`src/rtl/decode_ctrl_pkg.sv`:
```
// Shared constants for the decode-stage interlock: opcodes, ALU ops, FSM encodings.
package decode_ctrl_pkg;
    localparam logic [4:0] OP_RTYPE = 5'b00000;
    localparam logic [4:0] OP_J     = 5'b00001;
    localparam logic [4:0] OP_BNE   = 5'b00010;
    localparam logic [4:0] OP_JAL   = 5'b00011;
    localparam logic [4:0] OP_BLT   = 5'b00110;
    localparam logic [4:0] OP_SW    = 5'b00111;
    localparam logic [4:0] OP_LW    = 5'b01000;
    localparam logic [4:0] OP_BEX   = 5'b10110;

    localparam logic [4:0] ALU_MUL  = 5'b00110;
    localparam logic [4:0] ALU_DIV  = 5'b00111;

    localparam logic [1:0] ST_RUN     = 2'd0;
    localparam logic [1:0] ST_MD_WAIT = 2'd1;
endpackage

```
`src/rtl/hazard_detect.sv`:
```
// Combinational decode classification and load-use hazard detection.
module hazard_detect
    import decode_ctrl_pkg::*;
(
    input  logic       i_dec_valid,
    input  logic [4:0] i_opcode,
    input  logic [4:0] i_aluop,
    input  logic [4:0] i_rs,
    input  logic [4:0] i_rt,
    input  logic       i_ex_lw,
    input  logic [4:0] i_ex_rd,
    output logic       o_uses_rs,
    output logic       o_uses_rt,
    output logic       o_md_op,
    output logic       o_lu
);
    logic w_rtype;

    assign w_rtype   = (i_opcode == OP_RTYPE);
    assign o_md_op   = w_rtype && ((i_aluop == ALU_MUL) || (i_aluop == ALU_DIV));
    assign o_uses_rs = !((i_opcode == OP_J) || (i_opcode == OP_JAL) || (i_opcode == OP_BEX));
    assign o_uses_rt = w_rtype || (i_opcode == OP_SW) || (i_opcode == OP_BNE) ||
                       (i_opcode == OP_BLT);

    // r0 is hardwired zero, so a load targeting it never creates a dependency
    assign o_lu = i_dec_valid && i_ex_lw && (i_ex_rd != 5'd0) &&
                  ((o_uses_rs && (i_rs == i_ex_rd)) || (o_uses_rt && (i_rt == i_ex_rd)));
endmodule

```
`src/rtl/decode_hazard_ctrl.sv`:
```
// Decode-stage interlock FSM: load-use stall, mult/div hold with timeout, branch squash.
// Optional HAZARD_STATS_EN adds saturating lu_stalls / md_stalls counters.
module decode_hazard_ctrl
    import decode_ctrl_pkg::*;
#(
    parameter int MD_TIMEOUT = 64,
    parameter int CNT_W      = 16
) (
    input  logic       clock,
    input  logic       reset,
    input  logic       dec_valid,
    input  logic [4:0] dec_opcode,
    input  logic [4:0] dec_aluop,
    input  logic [4:0] dec_rs,
    input  logic [4:0] dec_rt,
    input  logic       ex_lw,
    input  logic [4:0] ex_rd,
    input  logic       br_taken,
    input  logic       md_ready,
    output logic       stall_fd,
    output logic       bubble_dx,
    output logic       flush,
    output logic       md_start,
    output logic       md_error,
    output logic [1:0] state
`ifdef HAZARD_STATS_EN
    ,
    output logic [CNT_W-1:0] lu_stalls,
    output logic [CNT_W-1:0] md_stalls
`endif
);
    localparam int WC_W = $clog2(MD_TIMEOUT) + 1;

    logic [1:0]      r_state;
    logic [WC_W-1:0] r_cnt;
    logic [1:0]      w_next;
    logic [WC_W-1:0] w_cnt_nxt;
    logic            w_uses_rs, w_uses_rt, w_md_op, w_lu;
    logic            w_stall, w_bubble, w_flush, w_start, w_error;
    logic            w_lu_stall, w_md_stall;

    hazard_detect u_hazard_detect (
        .i_dec_valid (dec_valid),
        .i_opcode    (dec_opcode),
        .i_aluop     (dec_aluop),
        .i_rs        (dec_rs),
        .i_rt        (dec_rt),
        .i_ex_lw     (ex_lw),
        .i_ex_rd     (ex_rd),
        .o_uses_rs   (w_uses_rs),
        .o_uses_rt   (w_uses_rt),
        .o_md_op     (w_md_op),
        .o_lu        (w_lu)
    );

    always_comb begin
        w_stall    = 1'b0;
        w_bubble   = 1'b0;
        w_flush    = 1'b0;
        w_start    = 1'b0;
        w_error    = 1'b0;
        w_lu_stall = 1'b0;
        w_md_stall = 1'b0;
        w_next     = r_state;
        w_cnt_nxt  = r_cnt;
        case (r_state)
            ST_RUN: begin
                if (br_taken) begin
                    w_flush = 1'b1;
                end else if (w_lu) begin
                    w_stall    = 1'b1;
                    w_bubble   = 1'b1;
                    w_lu_stall = 1'b1;
                end else if (dec_valid && w_md_op) begin
                    w_start    = 1'b1;
                    w_stall    = 1'b1;
                    w_bubble   = 1'b1;
                    w_md_stall = 1'b1;
                    w_cnt_nxt  = '0;
                    w_next     = ST_MD_WAIT;
                end
            end
            ST_MD_WAIT: begin
                // br_taken here is a protocol violation; squash and drop the op
                if (br_taken) begin
                    w_flush = 1'b1;
                    w_next  = ST_RUN;
                end else if (md_ready) begin
                    w_next = ST_RUN;
                end else if (r_cnt == WC_W'(MD_TIMEOUT - 1)) begin
                    w_error = 1'b1;
                    w_next  = ST_RUN;
                end else begin
                    w_stall    = 1'b1;
                    w_bubble   = 1'b1;
                    w_md_stall = 1'b1;
                    w_cnt_nxt  = r_cnt + 1'b1;
                end
            end
            default: w_next = ST_RUN;
        endcase
    end

    // Outputs are held quiet while reset is asserted, whatever the inputs do
    assign stall_fd  = w_stall  && !reset;
    assign bubble_dx = w_bubble && !reset;
    assign flush     = w_flush  && !reset;
    assign md_start  = w_start  && !reset;
    assign md_error  = w_error  && !reset;
    assign state     = r_state;

    always_ff @(posedge clock) begin
        if (reset) begin
            r_state <= ST_RUN;
            r_cnt   <= '0;
        end else begin
            r_state <= w_next;
            r_cnt   <= w_cnt_nxt;
        end
    end

`ifdef HAZARD_STATS_EN
    logic [CNT_W-1:0] r_lu_stalls, r_md_stalls;

    always_ff @(posedge clock) begin
        if (reset) begin
            r_lu_stalls <= '0;
            r_md_stalls <= '0;
        end else begin
            if (w_lu_stall && (r_lu_stalls != '1)) r_lu_stalls <= r_lu_stalls + 1'b1;
            if (w_md_stall && (r_md_stalls != '1)) r_md_stalls <= r_md_stalls + 1'b1;
        end
    end

    assign lu_stalls = r_lu_stalls;
    assign md_stalls = r_md_stalls;
`endif
endmodule

```
`config.mk`:
```
export PLATFORM = sky130hd
export DESIGN_NAME = decode_hazard_ctrl
export DESIGN_NICKNAME = d
export VERILOG_FILES = /design/src/rtl/decode_ctrl_pkg.sv /design/src/rtl/hazard_detect.sv /design/src/rtl/decode_hazard_ctrl.sv
export SDC_FILE = /design/constraint.sdc
export NUM_CORES = 1
export LEC_CHECK = 0
export CAP_MARGIN = 10
export CORE_MARGIN = 5
export CORE_UTILIZATION = 40
export CTS_CLUSTER_DIAMETER = 40
export DETAILED_ROUTE_END_ITERATION = 8
export GPL_TIMING_DRIVEN = 1
export PLACE_DENSITY = 0.83
export REMOVE_ABC_BUFFERS = 1
export SYNTH_ARGS = -nofsm -noshare
export SYNTH_HDL_FRONTEND = slang
export SYNTH_SLANG_ARGS = --single-unit
export TNS_END_PERCENT = 1
```
`constraint.sdc`:
```
create_clock -name clock -period 5.2 [get_ports clock]
set_input_delay 0.78 -clock clock [delete_from_list [all_inputs] [get_ports clock]]
set_output_delay 0.78 -clock clock [all_outputs]
set_load 0.01 [all_outputs]
```
==> impl_metrics.tcl <==
set metrics [dict create \
    outcome "finished clean" \
    ir_drop_v 0.000110 \
    yosys.area_share.simple 0.324 \
    grt_max_degree 16 \
    cp.required_ns 4.42 \
    io_buffers 35 \
    critPathCapture "bubble_dx" \
    gr-total-overflow 0 \
    finalHoldViolCount 0 \
    ioPinCount 38 \
    final_period_minus_worst_setup_slack_ns 4.25 \
    antenna_left 0 \
    synth-warning-count 0 \
    ctsHoldBuffers 0 \
    synth_enable_flop_cells 0 \
    p_leak_nw 0.330 \
    synthXorXnorAreaFrac 0.128 \
    crit_arrival_ns 3.47 \
    placeableCoreArea_mm2 0.00167 \
    synth_seq_cells 8 \
    synth_compound_area_frac 0.218 \
    path_clk_slew_ns 0.05 \
    relSlewSlack 0.576 \
    antenna_found_initial 0 \
    drt_iter0_drc 10 \
    rrSetupSlack_ns 3.20 \
    critPathLaunchType "primary input" \
    reg2reg_depth 6 \
    fillers 152 \
    via_per_inst 5.27 \
    place_hpwl_mm 1.53 \
    diodes 0 \
    synth_common_cells "xor2_1 (9), dfxtp_1 (8), nand2_1 (6), nor2_1 (6), nand2b_1 (5)" \
    cp_cell_sequence "clkdlybuf4s50_1 > xor2_1 > nor4_1 > nand3_1 > a21oi_2 > nor2_1 > a2111oi_0 > clkdlybuf4s50_1" \
    cts_buffer_depth 2 \
    seq_area_frac_synth 0.234 \
    grt_pass1_wl_mm 2.86 \
    cp_slowest_cell "clkdlybuf4s50_1" \
    synth-adder-area-share 0.0183 \
    synth_top_area_frac 0.234 \
    cts-resized-gates 0 \
    routedWlPerCell_um 13.6 \
    cts_setup_buffers 0 \
    htree_levels 1 \
    crit_start "ex_rd[3]" \
    die_x_um 51.4 \
    cts_made_buffers 3 \
    rsz0062_at_grt "false" \
    area_delta_synth_final_pct 51.9 \
    synth_cells 85 \
    cts_tree "built" \
    clock_latency_ns 0.25 \
    clock_skew_ns 0.00512 \
    cp-end-kind "output pin" \
    slew_viol_final 0 \
    drive_gt1_frac 0.0593 \
    r2r-start "r_cnt[0]" \
    timing.final.crit_share 0.818 \
    first_global_vias 656 \
    muxShareOfSynthArea 0 \
    die_area_mm2 0.00264 \
    dp.cells 132 \
    num_rows 15 \
    reg2reg_to "r_cnt[4]" \
    gp_congestion 0.778 \
    cp_max_fo 3 \
    drc 0 \
    cts.sinks 8 \
    path_common_cell "clkdlybuf4s50_1" \
    cts-root-buf "clkbuf_4" \
    finalWirelength_mm 1.83 \
    synth.most_common_cell "xor2_1" \
    crit_path_max_incr_delay_ns 0.66 \
    setup_viol 0 \
    synth_cell_types 33 \
    place_ws_ns 0.894 \
    power_per_cell_area_mw_per_mm2 142 \
    first_pass_iters 4 \
    ys.flop_type "dfxtp_1" \
    ys_async_sr_fraction 0 \
    synth_area_um2 684 \
    layoutNonFillerInstCount 135 \
    synthTopCellsByArea "dfxtp_1 (23%), xor2_1 (12%), nand2b_1 (4.6%), o41ai_4 (4.0%), nor4b_1 (3.8%)" \
    max_freq_mhz 235 \
    syn_area_per_cell_um2 8.05 \
    setup_tns_ns 0 \
    via_count 712 \
    hold_path.class "reg -> reg" \
    worst_pin_slew_ns 0.620 \
    worst_slack_ns 0.945 \
    synth_top_family_by_area "simple AND/OR/NAND/NOR gates" \
    max_cap_viol_count 0 \
    grt_use_total 0.143 \
    worstSetupPathType "in -> out" \
    final_nets 152 \
    synth_top_area_cell "dfxtp_1" \
    start_util 0.410 \
    die_h_um 51.4 \
]
critical path: cells and delay by family:
kind                   cells  cell delay [ns]
XOR/XNOR                   1             0.19
AND/OR/NAND/NOR            3             0.55
AO/OA/AOI/OAI              2             0.81
buffers and inverters      2             1.15
kinds of logic after synthesis:
logic type / count (synthesis)
simple gates: 39
compound gates: 18
xor+xnor: 10
flops: 8
buf+inv: 8
other cells: 1
fa+ha+maj: 1
cell usage in the layout, fill, tap and decap left out:
cell | Yosys | layout
a21oi_1 | 4 | 4
or3_1 | 2 | 2
nand3_1 | 4 | 4
nand2_1 | 6 | 6
nor2_1 | 6 | 6
nor2b_1 | 2 | 2
nor4_1 | 2 | 2
xor2_1 | 9 | 9
inv_1 | 3 | 3
nor3_1 | 4 | 4
dfxtp_1 | 8 | 8
o211ai_2 | 1 | 1
o21ai_0 | 3 | 3
conb_1 | 1 | 1
nand4_1 | 2 | 2
ha_1 | 1 | 1
a21oi_2 | 1 | 1
clkbuf_4 | 1 | 3
xnor2_1 | 1 | 1
or4_4 | 1 | 1
nor4b_1 | 3 | 3
o32ai_1 | 3 | 3
nor4bb_1 | 1 | 1
o21a_1 | 1 | 1
o41ai_4 | 1 | 1
clkdlybuf4s50_1 | 0 | 35
nor3b_1 | 1 | 1
nand2b_1 | 5 | 5
a311oi_1 | 2 | 2
a2111oi_0 | 1 | 1
o21ai_1 | 1 | 1
layout make-up:
| class | instances | area, um^2 | share of cell area |
|---|---|---|---|
| Multi-Input combinational cell | 69 | 474 | 0.456 |
| Timing Repair Buffer | 35 | 350 | 0.337 |
| Sequential cell | 8 | 160 | 0.154 |
| Clock buffer | 3 | 22.5 | 0.0217 |
| Tap cell | 17 | 21.3 | 0.0205 |
| Inverter | 3 | 11.3 | 0.0108 |
worst min-delay path by stage:
stage | from | depth (start not counted) | to | slack, ns
floorplan | r_cnt[6] | 2 | r_cnt[6] | 0.43
finish | r_cnt[6] | 2 | r_cnt[6] | 0.46
global placement | r_cnt[6] | 2 | r_cnt[6] | 0.45
detailed placement | r_cnt[6] | 2 | r_cnt[6] | 0.45
CTS | r_cnt[6] | 2 | r_cnt[6] | 0.46
global route | r_cnt[6] | 2 | r_cnt[6] | 0.49
where the power goes:
part / internal (W) / switching (W)
Combinational: 0.0000262 / 0.0000136
Sequential: 0.0000614 / 0.00000000956
Clock: 0.0000263 / 0.0000197
flip-flops by register name (all words and copies together), names as in the netlist:
register	cells
r_cnt	7
state	1
per-stage QoR:
step	utilization	cell area (um^2)	hold slack, ns	total power [W]
after floorplan	-	646	0.426	0.0000730
after global placement	0.609	1020	0.445	0.000102
after detailed placement	0.609	1020	0.450	0.000103
after CTS	0.622	1040	0.460	0.000150
after global routing	0.622	1040	0.494	0.000158
final	0.622	1040	0.458	0.000147
routing by layer:
layer / vias to the layer above / track usage / routed length, um
met5: - / 0 / 0
met4: 0 / 0.0262 / 0
met3: 0 / 0.0379 / 83
met2: 22 / 0.263 / 1000
met1: 309 / 0.163 / 748
li1: 381 / - / -
No activity file was read; power rests on OpenSTA's default activity.
